[config.mk]
export PLATFORM = sky130hd
export DESIGN_NAME = rca_bist
export DESIGN_NICKNAME = d
export VERILOG_FILES = /design/src/rtl/rca_bist_pkg.sv /design/src/rtl/rca_bist.sv
export SDC_FILE = /design/constraint.sdc
export NUM_CORES = 1
export LEC_CHECK = 0
export ABC_AREA = 0
export CORE_ASPECT_RATIO = 1.25
export CORE_MARGIN = 2
export CORE_UTILIZATION = 40
export DETAILED_ROUTE_END_ITERATION = 10
export MAX_ROUTING_LAYER = met4
export PLACE_DENSITY_LB_ADDON = 0.05
export SLEW_MARGIN = 20
export SYNTH_ARGS = -nofsm -noshare
export SYNTH_HDL_FRONTEND = slang
export SYNTH_SLANG_ARGS = --single-unit
[constraint.sdc]
create_clock -name clk -period 3.3 [get_ports clk]
set_clock_uncertainty 0.1 [all_clocks]
set_input_delay 0.66 -clock clk [delete_from_list [all_inputs] [get_ports clk]]
set_output_delay 0.66 -clock clk [all_outputs]
set_load 0.01 [all_outputs]
[src/rtl/rca_bist_pkg.sv]
// Shared definitions for the ripple-carry-adder BIST controller: FSM state
// encoding, sweep vector geometry, error-counter geometry and the reference
// result function used to judge each adder response.
package rca_bist_pkg;

  // Controller states, 2-bit encoding.
  typedef enum logic [1:0] {
    ST_IDLE  = 2'd0,
    ST_WAIT  = 2'd1,
    ST_CHECK = 2'd2,
    ST_DONE  = 2'd3
  } state_e;

  // Sweep vector is {a[3:0], b[3:0], cin}; cin is the LSB.
  localparam int unsigned VEC_W = 9;
  localparam logic [VEC_W-1:0] VEC_LAST = 9'h1FF;

  // Operand width of the adder under test.
  localparam int unsigned OPD_W = 4;

  // Error counter width and its saturation value.
  localparam int unsigned ERR_W = 8;
  localparam logic [ERR_W-1:0] ERR_MAX = 8'hFF;

  // Width of the settle down-counter; holds SETTLE values 1..15.
  localparam int unsigned CNT_W = 4;

  // Reference result {cout, sum} for a sweep vector: a + b + cin, zero-extended.
  function automatic logic [OPD_W:0] exp_result(input logic [VEC_W-1:0] vec);
    logic [OPD_W:0] a_ext;
    logic [OPD_W:0] b_ext;
    logic [OPD_W:0] c_ext;
    a_ext = {1'b0, vec[8:5]};
    b_ext = {1'b0, vec[4:1]};
    c_ext = {4'b0000, vec[0]};
    return a_ext + b_ext + c_ext;
  endfunction

endpackage : rca_bist_pkg

[src/rtl/rca_bist.sv]
// Exhaustive BIST controller for an external 4-bit ripple-carry adder.
// Drives every {a,b,cin} combination in ascending order, holds each vector
// for SETTLE cycles, then compares the returned {cout,sum} against the
// reference sum. Counts mismatches (saturating) and captures the first
// failing vector. All outputs come straight from flops.
module rca_bist
  import rca_bist_pkg::*;
#(
  parameter int SETTLE = 2
) (
  input  logic              clk,
  input  logic              rst_n,
  input  logic              start,
  output logic [OPD_W-1:0]  a,
  output logic [OPD_W-1:0]  b,
  output logic              cin,
  input  logic [OPD_W-1:0]  sum,
  input  logic              cout,
  output logic              busy,
  output logic              done,
  output logic              pass,
  output logic [ERR_W-1:0]  err_cnt,
  output logic              fail_valid,
  output logic [VEC_W-1:0]  fail_vec
);

  // Settle-counter reload value, cast once to the counter width.
  localparam logic [CNT_W-1:0] SETTLE_LD = CNT_W'(SETTLE);

  // Registered state.
  state_e             state_q,      state_d;
  logic [VEC_W-1:0]   vec_q,        vec_d;
  logic [CNT_W-1:0]   cnt_q,        cnt_d;
  logic [ERR_W-1:0]   err_q,        err_d;
  logic               fail_valid_q, fail_valid_d;
  logic [VEC_W-1:0]   fail_vec_q,   fail_vec_d;
  logic               busy_q,       busy_d;
  logic               done_q,       done_d;
  logic               pass_q,       pass_d;

  // Response judgement for the vector currently on the bus.
  logic [OPD_W:0]     expected;
  logic               mismatch;

  // Compare the adder response against the reference sum of the driven vector.
  always_comb begin
    expected = exp_result(vec_q);
    mismatch = ({cout, sum} != expected);
  end

  // Next-state and next-output computation for the sweep sequencer.
  always_comb begin
    state_d      = state_q;
    vec_d        = vec_q;
    cnt_d        = cnt_q;
    err_d        = err_q;
    fail_valid_d = fail_valid_q;
    fail_vec_d   = fail_vec_q;

    case (state_q)
      ST_IDLE, ST_DONE: begin
        // A sweep can only be launched while not busy; starts elsewhere are dropped.
        if (start) begin
          state_d      = ST_WAIT;
          vec_d        = {VEC_W{1'b0}};
          cnt_d        = SETTLE_LD;
          err_d        = {ERR_W{1'b0}};
          fail_valid_d = 1'b0;
          fail_vec_d   = {VEC_W{1'b0}};
        end else begin
          state_d = state_q;
        end
      end

      ST_WAIT: begin
        // cnt_q counts remaining settle cycles including the current one.
        if (cnt_q <= 4'd1) begin
          state_d = ST_CHECK;
        end else begin
          cnt_d = cnt_q - 4'd1;
        end
      end

      ST_CHECK: begin
        if (mismatch) begin
          if (err_q != ERR_MAX) begin
            err_d = err_q + 8'd1;
          end else begin
            err_d = err_q;
          end
          // Only the first failing vector of a sweep is kept.
          if (!fail_valid_q) begin
            fail_valid_d = 1'b1;
            fail_vec_d   = vec_q;
          end else begin
            fail_vec_d   = fail_vec_q;
          end
        end else begin
          err_d = err_q;
        end

        if (vec_q == VEC_LAST) begin
          state_d = ST_DONE;
        end else begin
          // Next vector goes out on the same edge that re-enters WAIT.
          vec_d   = vec_q + 9'd1;
          cnt_d   = SETTLE_LD;
          state_d = ST_WAIT;
        end
      end

      default: begin
        state_d = ST_IDLE;
      end
    endcase

    // Status outputs are derived from the next state so they are registered
    // alongside it and line up with the state they describe.
    busy_d = (state_d == ST_WAIT) || (state_d == ST_CHECK);
    done_d = (state_d == ST_DONE);
    if (state_d == ST_DONE) begin
      pass_d = (err_d == {ERR_W{1'b0}});
    end else begin
      pass_d = 1'b0;
    end
  end

  // Single state register for the sequencer and all of its registered outputs.
  always_ff @(posedge clk or negedge rst_n) begin
    if (!rst_n) begin
      state_q      <= ST_IDLE;
      vec_q        <= {VEC_W{1'b0}};
      cnt_q        <= {CNT_W{1'b0}};
      err_q        <= {ERR_W{1'b0}};
      fail_valid_q <= 1'b0;
      fail_vec_q   <= {VEC_W{1'b0}};
      busy_q       <= 1'b0;
      done_q       <= 1'b0;
      pass_q       <= 1'b0;
    end else begin
      state_q      <= state_d;
      vec_q        <= vec_d;
      cnt_q        <= cnt_d;
      err_q        <= err_d;
      fail_valid_q <= fail_valid_d;
      fail_vec_q   <= fail_vec_d;
      busy_q       <= busy_d;
      done_q       <= done_d;
      pass_q       <= pass_d;
    end
  end

  // Vector fields come directly from the vector register.
  assign a          = vec_q[8:5];
  assign b          = vec_q[4:1];
  assign cin        = vec_q[0];
  assign busy       = busy_q;
  assign done       = done_q;
  assign pass       = pass_q;
  assign err_cnt    = err_q;
  assign fail_valid = fail_valid_q;
  assign fail_vec   = fail_vec_q;

endmodule : rca_bist
==> results.toml <==
[layout]
area_delta_synth_final_pct = 31.4
final_cell_mix = "dfrtp_1 (36), clkdlybuf4s50_1 (36), nand2_1 (19)"
final_nets = 282
drive_above_1_share_pct = 10.3
antennaDiodeCount = 0
utilization_pct = 55.4

[drt]
drtIter0Drc = 125
vias = 1754
vias_per_cell = 5.46
antenna_left = 0
remaining_drc_errors = 0
wire_per_inst_um = 15.7
finalWirelength_mm = 5.05
first_pass_iters = 4

[global_route]
grtUsageTotal_pct = 20.6
grt_antenna_before_repair = 0
grt_first_pass_wirelength_mm = 8.59
grt-ovfl-total = 0
grt_pass1_vias = 1751
grt_max_degree = 37

[timing]
tightest_slew_ns = 0.808
max_slew_margin_pct = 46.2
fmax_mhz = 321
hold_viol_final = 0
finalCritPeriodShare_pct = 94.3
finalSetupViolations = 0
timing.final.crit_period_ns = 3.11
setup_slack_ns = 0.187
final_max_slew_viol_count = 0

[logic_synthesis]
synth_flop_cell = "dfrtp_1"
ys_types = 42
synth_top_area_share_pct = 44.6
synth-edff-count = 0
synth-seq-cells = 36
syn_area_sq_um = 2020
synthArstFlopShare_pct = 100
ys_warn_count = 0
synthCells = 208
syn-num-nets = 229
yosysTopAreaCell = "dfrtp_1"
synth.area.top_cells = "dfrtp_1 (45%), ha_1 (6.8%), a22o_1 (3.9%), nand2_1 (3.5%), xor2_1 (3.5%)"
syn_area_per_cell_sq_um = 9.72
seq_area_frac_synth_pct = 44.6

[placement]
numPortBuffers = 37
gp_congestion = 0.817
place_hpwl_mm = 3.72
dp_slack_ns = 0.175

[clock_tree]
cts_buffer_depth = 2
cts_max_level = 2
cts_root_buffer = "clkbuf_8"
cts_buffers = 5
clock-sinks = 36
cts.clk_slew.worst_paths_ns = 0.07
hold_buffers = 0
clock_latency_ns = 0.29
cts_tree = "done"

[run]
drv_cap = 0

[setup_path]
setup.worst_path.end_class = "flop"
slowest_delay_ns = 0.57
slowest_stage = "or4_4"
crit_type = "reg -> reg"
critPathArrivalTime_ns = 3.18
start_kind = "flop"
worstPathRequired_ns = 3.37
critPathMaxFanout = 4
critical_path.cell_chain = "inv_1, fa_1, inv_1, fa_1, xnor2_1, nand2_1, or4_4, nor2_4, buf_4, o21ai_0, a31oi_1, nor4_2"

[die]
fp-row-count = 28
core_area_sq_um = 4800
io-pin-count = 38
die_height_um = 83.5
initial_core_util_pct = 42.1
dieArea_sq_um = 5640
dieWidth_um = 67.6

[power]
vdd_drop_max_uv = 401
p_leak_nw = 1.19
p_per_area_nw_per_um2 = 556

[outcome]
status = "finished clean"

[min_path]
min_path_type = "in -> async"
==> cells by family after synthesis <==
family,synth area share [%]
fa+ha+maj,8.79
buf+inv,3.34
mux,0.495
simple gates,19.4
compound gates,17.4
xor+xnor,6.06
flops,44.6
==> metal layers <==
layer  wire length (um)  GRT usage [%]
met5                  0              -
met4                 75           6.12
met3                164           4.45
met2               2600           32.4
met1               2210           26.2
==> worst max-delay path, delay by kind of cell, from the launching register on <==
kind / cells / cell delay [ns]
xor gates and xnor gates: 1 / 0.16
AOI/OAI and AO/OA: 2 / 0.36
and+or+nand+nor: 4 / 0.92
buffers and inverters: 3 / 0.27
DFF: 1 / 0.35
adders and majority gates: 2 / 0.83
==> cells in the mapped netlist (3+ instances only) <==
master and instances:
inv_1 15, and3_1 3, a2111oi_0 3, nand2_1 19, nand4_1 4, ha_1 11
a21oi_1 8, dfrtp_1 36, xnor2_1 6, a22o_1 9, clkbuf_1 3, nor2_1 17
a31oi_1 3, nor3_1 5, nor2b_1 3, or3_1 3, nand3_1 10, xor2_1 8
o21ai_0 13
==> timing repair <==
item / in CTS / in global routing
buffers inserted: 0 / 1
setup endpoints to repair: 0 / 2
resized for setup: 0 / 4
==> cell type report <==
class / instances / area (sq um)
clock buffer: 7 / 96.3
tap: 60 / 75.1
timing repair buffer: 49 / 455
fill: 462 / 2140
sequential: 36 / 901
inverter: 15 / 56.3
multi-input combinational: 154 / 1070
==> sequential cells by signal, indices dropped and copies added (netlist names) <==
signal,cells
busy,1
cnt_q,4
done,1
err_cnt,8
fail_valid,1
fail_vec,9
pass,1
state_q,2
vec_q,9
==> worst paths after layout <==
check	from	end	slack, ns	cells past startpoint
worst max register to register	vec_q[5]$_DFFE_PN0P_	pass$_DFF_PN0_	0.19	12
min in group clk	fail_vec[0]$_DFFE_PN0P_	fail_vec[0]$_DFFE_PN0P_	0.41	1
max in group asynchronous	rst_n	vec_q[0]$_DFFE_PN0P_	2.22	1
worst min-delay path	rst_n	err_cnt[2]$_DFF_PN0_	0.36	1
worst max-delay path	vec_q[5]$_DFFE_PN0P_	pass$_DFF_PN0_	0.19	12
worst min register to register	fail_vec[0]$_DFFE_PN0P_	fail_vec[0]$_DFFE_PN0P_	0.41	1
==> per-stage QoR <==
step           total power, W  hold slack [ns]  cell area, sq um  TNS, ns  cells
3_5_place_dp          0.00115            0.392              2530        0    313
5_1_grt               0.00161            0.419              2660  -0.0140    321
2_1_floorplan        0.000902            0.264              2020        0    208
3_3_place_gp          0.00114            0.388              2530        0    313
4_1_cts               0.00149            0.384              2630        0    320
6_report              0.00148            0.357              2660        0    321
==> report_power, final <==
group | switching [W] | total [W] | internal [W] | leakage [nW]
clock network | 0.000154 | 0.000340 | 0.000186 | 0.0503
logic | 0.000360 | 0.000589 | 0.000229 | 0.645
registers | 0.0000467 | 0.000550 | 0.000503 | 0.490
Note: power is estimated with default switching activity, not from simulation.
==> edit 1, RTL diff (config.mk and constraints unchanged) <==
Set the package constant `CNT_W` to 6 (it was 4).
--- a/src/rtl/rca_bist_pkg.sv
+++ b/src/rtl/rca_bist_pkg.sv
@@ -24,5 +24,5 @@
 
   // Width of the settle down-counter; holds SETTLE values 1..15.
-  localparam int unsigned CNT_W = 4;
+  localparam int unsigned CNT_W = 6;
 
   // Reference result {cout, sum} for a sweep vector: a + b + cin, zero-extended.
Function: no difference found for any inputs over 10 cycles, from zero or initial values and one cycle with rst_n low; that may be too few to reach the edited logic, so the function may still have changed.
==> edit 1 against the original RTL <==
Final area increased by 1.6%; critical path depth decreased by 1; global-route usage fell by 2.0 points; highest routed layer unchanged; wire length is 3.1% lower; total power increased by 6.5%; sequential cell count grew 2; synthesized area up 5.1%; worst setup slack better by 130 ps; sequential power up 6.5%; largest power group unchanged.
==> edit 1: results (changes against the original RTL) <==
----------------------------------------------------
[Place]
  Placer's final routability congestion estimate ... 0.8578 (+5.0%)
  Count of input and output buffers ... 37 (unchanged)
  Worst slack, placed ... 211.2 ps (+35.80 ps)
  Dpl hpwl ... 3616 um (-2.7%)

[GRT]
  Maximum number of pins on one net before global-route repair ... 39 (+5.4%)
  Vias in the first global route ... 1714 (-2.1%)
  GRT Total Usage ... 0.1861 (-0.01976)
  Wire length of the first global-routing pass ... 8445 um (-1.7%)
  Initial antenna violation count ... 0 (unchanged)

[Setup path]
  CP top delay family ... compound AO/OA/AOI/OAI gates
  CP Data Arrival Time ... 3090 ps (-90 ps)
  Largest fanout on the critical path ... 10 (+6)
  Cell with the largest stage delay on the worst path ... sky130_fd_sc_hd__fa_1
  Crit-path max cell delay ... 410 ps (-160 ps)
  Slack of the worst reg-to-reg path ... 310 ps (+130 ps)

[Detailed routing]
  Detail-routed net length per standard cell ... 14.88 um (-5.4%)
  Initial DRC count ... 59 (-53%)
  DR vias ... 1775 (+1.2%)
  Final ANT Viol Nets ... 0 (unchanged)
  First-pass iteration count of the detailed router ... 4 (unchanged)

[Synthesis]
  Netlist cell types ... 43 (+2.4%)
  Most common library cells after synthesis ... sky130_fd_sc_hd__dfrtp_1, sky130_fd_sc_hd__nor2_1, sky130_fd_sc_hd__a21oi_1, sky130_fd_sc_hd__o21ai_0
  Sequential element share of the synthesized area ... 0.4476 (+0.002041)
  Syn_nets ... 240 (+4.8%)
  Top area cells in the synthesized netlist ... sky130_fd_sc_hd__dfrtp_1, sky130_fd_sc_hd__ha_1, sky130_fd_sc_hd__a21oi_1, sky130_fd_sc_hd__a22o_1, sky130_fd_sc_hd__xor2_1
  Number of synthesis warnings ... 0 (unchanged)
  Fraction of registers with async set/reset ... 1.000 (unchanged)
  Most used flip-flop cell after synthesis ... sky130_fd_sc_hd__dfrtp_1

[Clocking]
  Post-CTS resize count ... 0 (unchanged)
  Largest buffer count on any clock path ... 2 (unchanged)
  Clock H-tree levels ... 2 (unchanged)
  Buffers inserted during post-CTS setup optimization ... 0 (unchanged)
  Cell chosen for the clock root ... sky130_fd_sc_hd__clkbuf_8
  Clock latency of the later-clocked register in the worst-skew pair ... 290 ps (about the same)
  Clock-pin slew of the registers on the worst-case setup and hold paths ... 70 ps (about the same)
  Clock buffer count from CTS ... 5 (unchanged)

[STA]
  Max-Slew Margin vs Limit ... 0.4408 (-0.02070)
  Shortest clock period the worst path allows after layout ... 2986 ps (-126.2 ps)
  Worst hold slack across all endpoints ... 372.8 ps (+16.14 ps)
  Final number of max-transition violations ... 0 (unchanged)

[Outcome]
  Status ... completed

[Pwr]
  Leakage Power ... 0.001213 uW (+2.3%)
  Largest vdd supply drop ... 0.4090 mV (+1.9%)

[Finish]
  Net count reported at finish ... 288 (+2.1%)
  Fraction of final layout cells with drive strength greater than 1 ... 0.08989 (-0.01356)
  N_diodes ... 0 (unchanged)
  Fill cells ... 482 (+4.3%)

[Worst hold path]
  Path type of the worst min-delay path ... in -> async

----------------------------------------------------
## edit 1: final timing paths
check | start | endpoint | cells past startpoint
worst max-delay path | vec_q[0] | pass | 11
worst min-delay path | rst_n | fail_vec[5] | 1
worst max register to register | vec_q[0] | pass | 11
worst min register to register | fail_vec[7] | fail_vec[7] | 1
max in group asynchronous | rst_n | err_cnt[7] | 1
min in group clk | fail_vec[7] | fail_vec[7] | 1
## edit 1: kinds of logic after synthesis
family / Yosys count / share of synthesized area
fa+ha+maj: 13 / 0.08363
buf+inv: 20 / 0.03533
mux: 1 / 0.004712
xor+xnor: 14 / 0.05772
flops: 38 / 0.4476
simple gates: 78 / 0.2049
compound gates: 55 / 0.1661
## edit 1: where the power goes
| part | switching [uW] | total (uW) | internal (uW) |
|---|---|---|---|
| clock network | 160 | 302 | 142 |
| registers | 52.2 | 586 | 534 |
| logic | 412 | 686 | 274 |
| total | 624 | 1570 | 950 |
## edit 1: metrics by stage
step | utilization | instances | power [uW] | instance area (um2)
6_report | 0.5275 | 329 | 1574 | 2699
5_1_grt | 0.5275 | 329 | 1716 | 2699
4_1_cts | 0.5275 | 329 | 1595 | 2699
3_5_place_dp | 0.5121 | 322 | 1284 | 2620
3_3_place_gp | 0.5121 | 322 | 1283 | 2620
2_1_floorplan | - | 219 | 1024 | 2125
## edit 1: layout make-up
cell class                      instances  area [um2]  area share
Multi-Input combinational cell        161        1099      0.4070
Sequential cell                        38       950.9      0.3523
Timing Repair Buffer                   47       440.4      0.1632
Tap cell                               62       77.57     0.02874
Clock buffer                            5       68.82     0.02550
Inverter                               14       52.55     0.01947
Clock inverter                          2       10.01    0.003709
## edit 1: metal layers
layer | part of all wire | GRT usage
met1 | 0.48 | 0.2399
met2 | 0.48 | 0.2963
met3 | 0.031 | 0.03800
met4 | 0.013 | 0.05704
met5 | 0 | -
==> edit 2, RTL diff (same settings) <==
Made on the original files. Make the reset (`rst_n`) synchronous in one clocked block.
--- a/src/rtl/rca_bist.sv
+++ b/src/rtl/rca_bist.sv
@@ -127,5 +127,5 @@
 
   // Single state register for the sequencer and all of its registered outputs.
-  always_ff @(posedge clk or negedge rst_n) begin
+  always_ff @(posedge clk) begin
     if (!rst_n) begin
       state_q      <= ST_IDLE;
Check against the original RTL: differs if rst_n is asserted again (counterexample within 4 cycles, from zero or initial values and one cycle with rst_n low); with rst_n held inactive, the same outputs for 10 cycles.
==> edit 2 against the original RTL <==
Final area is 3.8% lower; critical path depth is 1 lower; count of clock-buffer cells in the layout is the same; sequential cell count is the same; first-iteration DRC count is 32% lower; worst setup slack gained 42 ps; wire length is 3.6% lower; synthesized area is 2.8% lower; fmax is 1.4% higher; global-route usage is 0.89 points lower; largest cell class unchanged.
Power is not compared: it rests on default switching activity, and its combinational part moved more than twofold at a synthesized area within 25%.
==> edit 2: results (changes against the original RTL) <==
----------------------------------------------------
[Outcome]
  Status ... completed

[Finish]
  Proportion of final cell area spent on non-clock buffers ... 0.1713 (about the same)
  Net count reported at finish ... 304 (+7.8%)
  Share of cell area taken by flip-flops and latches ... 0.2819 (-0.05704)
  Fill cells ... 464 (+0.43%)
  Buffers excl. clock ... 46 (-6.1%)
  Fraction of final layout cells with drive strength greater than 1 ... 0.09155 (-0.01190)
  Multi-input combinational cell count ... 180 (+17%)

[Synthesis]
  Syn_nets ... 255 (+11%)
  Fraction of registers with async set/reset ... 0 (-1.000)
  Post-synthesis xor/xnor area fraction ... 0.06624 (+0.005598)
  Area fraction in compound gates after synthesis ... 0.1752 (+0.001273)
  Post-synthesis mux area share ... 0.005096 (+0.0001450)
  Netlist cell types ... 48 (+14%)
  Fraction of the mapped netlist area in adder cells ... 0.09045 (+0.002575)
  Most common library cells after synthesis ... sky130_fd_sc_hd__dfxtp_1, sky130_fd_sc_hd__nor2_1, sky130_fd_sc_hd__nand2_1, sky130_fd_sc_hd__a21oi_1, sky130_fd_sc_hd__inv_1

[Die]
  Total die area ... 5491 um2 (-2.7%)

[STA]
  Max-Slew Margin vs Limit ... 0.4924 (+0.03091)
  Worst hold slack across all endpoints ... 400.9 ps (+44.31 ps)

[Place]
  Post-detailed-placement cell area ... 2462 um2 (-2.8%)
  Placer's final routability congestion estimate ... 0.9038 (+11%)

[Detailed routing]
  DR vias ... 1860 (+6.0%)
  Initial DRC count ... 85 (-32%)

[Setup path]
  Slack of the worst reg-to-reg path ... 230 ps (+40 ps)
  R2R cell count ... 11 (-1)

----------------------------------------------------
## edit 2: cell count changes after synthesis, sizes merged, moves of 3 or more
cell,delta
a22oi,+10
dfxtp,+36
a21oi,+10
nand2b,+4
o21ai,-9
dfrtp,-36
and2,+5
nor2,+17
nor2b,-3
nor3,+4
a22o,-9
## edit 2: cell families (layout without fill, tap and decap cells)
group / count (synthesis) / in the layout
flops: 36 / 36
mux: 1 / 1
xor+xnor: 14 / 14
buf+inv: 18 / 68
simple gates: 101 / 101
fa+ha+maj: 13 / 13
compound gates: 51 / 51
## edit 2: stage by stage
stage,total power (uW),setup slack (ps),util
2_1_floorplan,678.0,242.9,-
3_3_place_gp,778.5,244.6,0.5206
4_1_cts,1114,213.9,0.5405
5_1_grt,1176,55.09,0.5405
3_5_place_dp,778.0,232.4,0.5206
6_report,1105,229.1,0.5405
## edit 2: layer usage
layer  wire [um]  global-route usage  share of wire
met2        2339              0.3480           0.48
met4         127             0.07755          0.026
met3         198             0.04065          0.041
met1        2201              0.2160           0.45
met5           0                   -              0
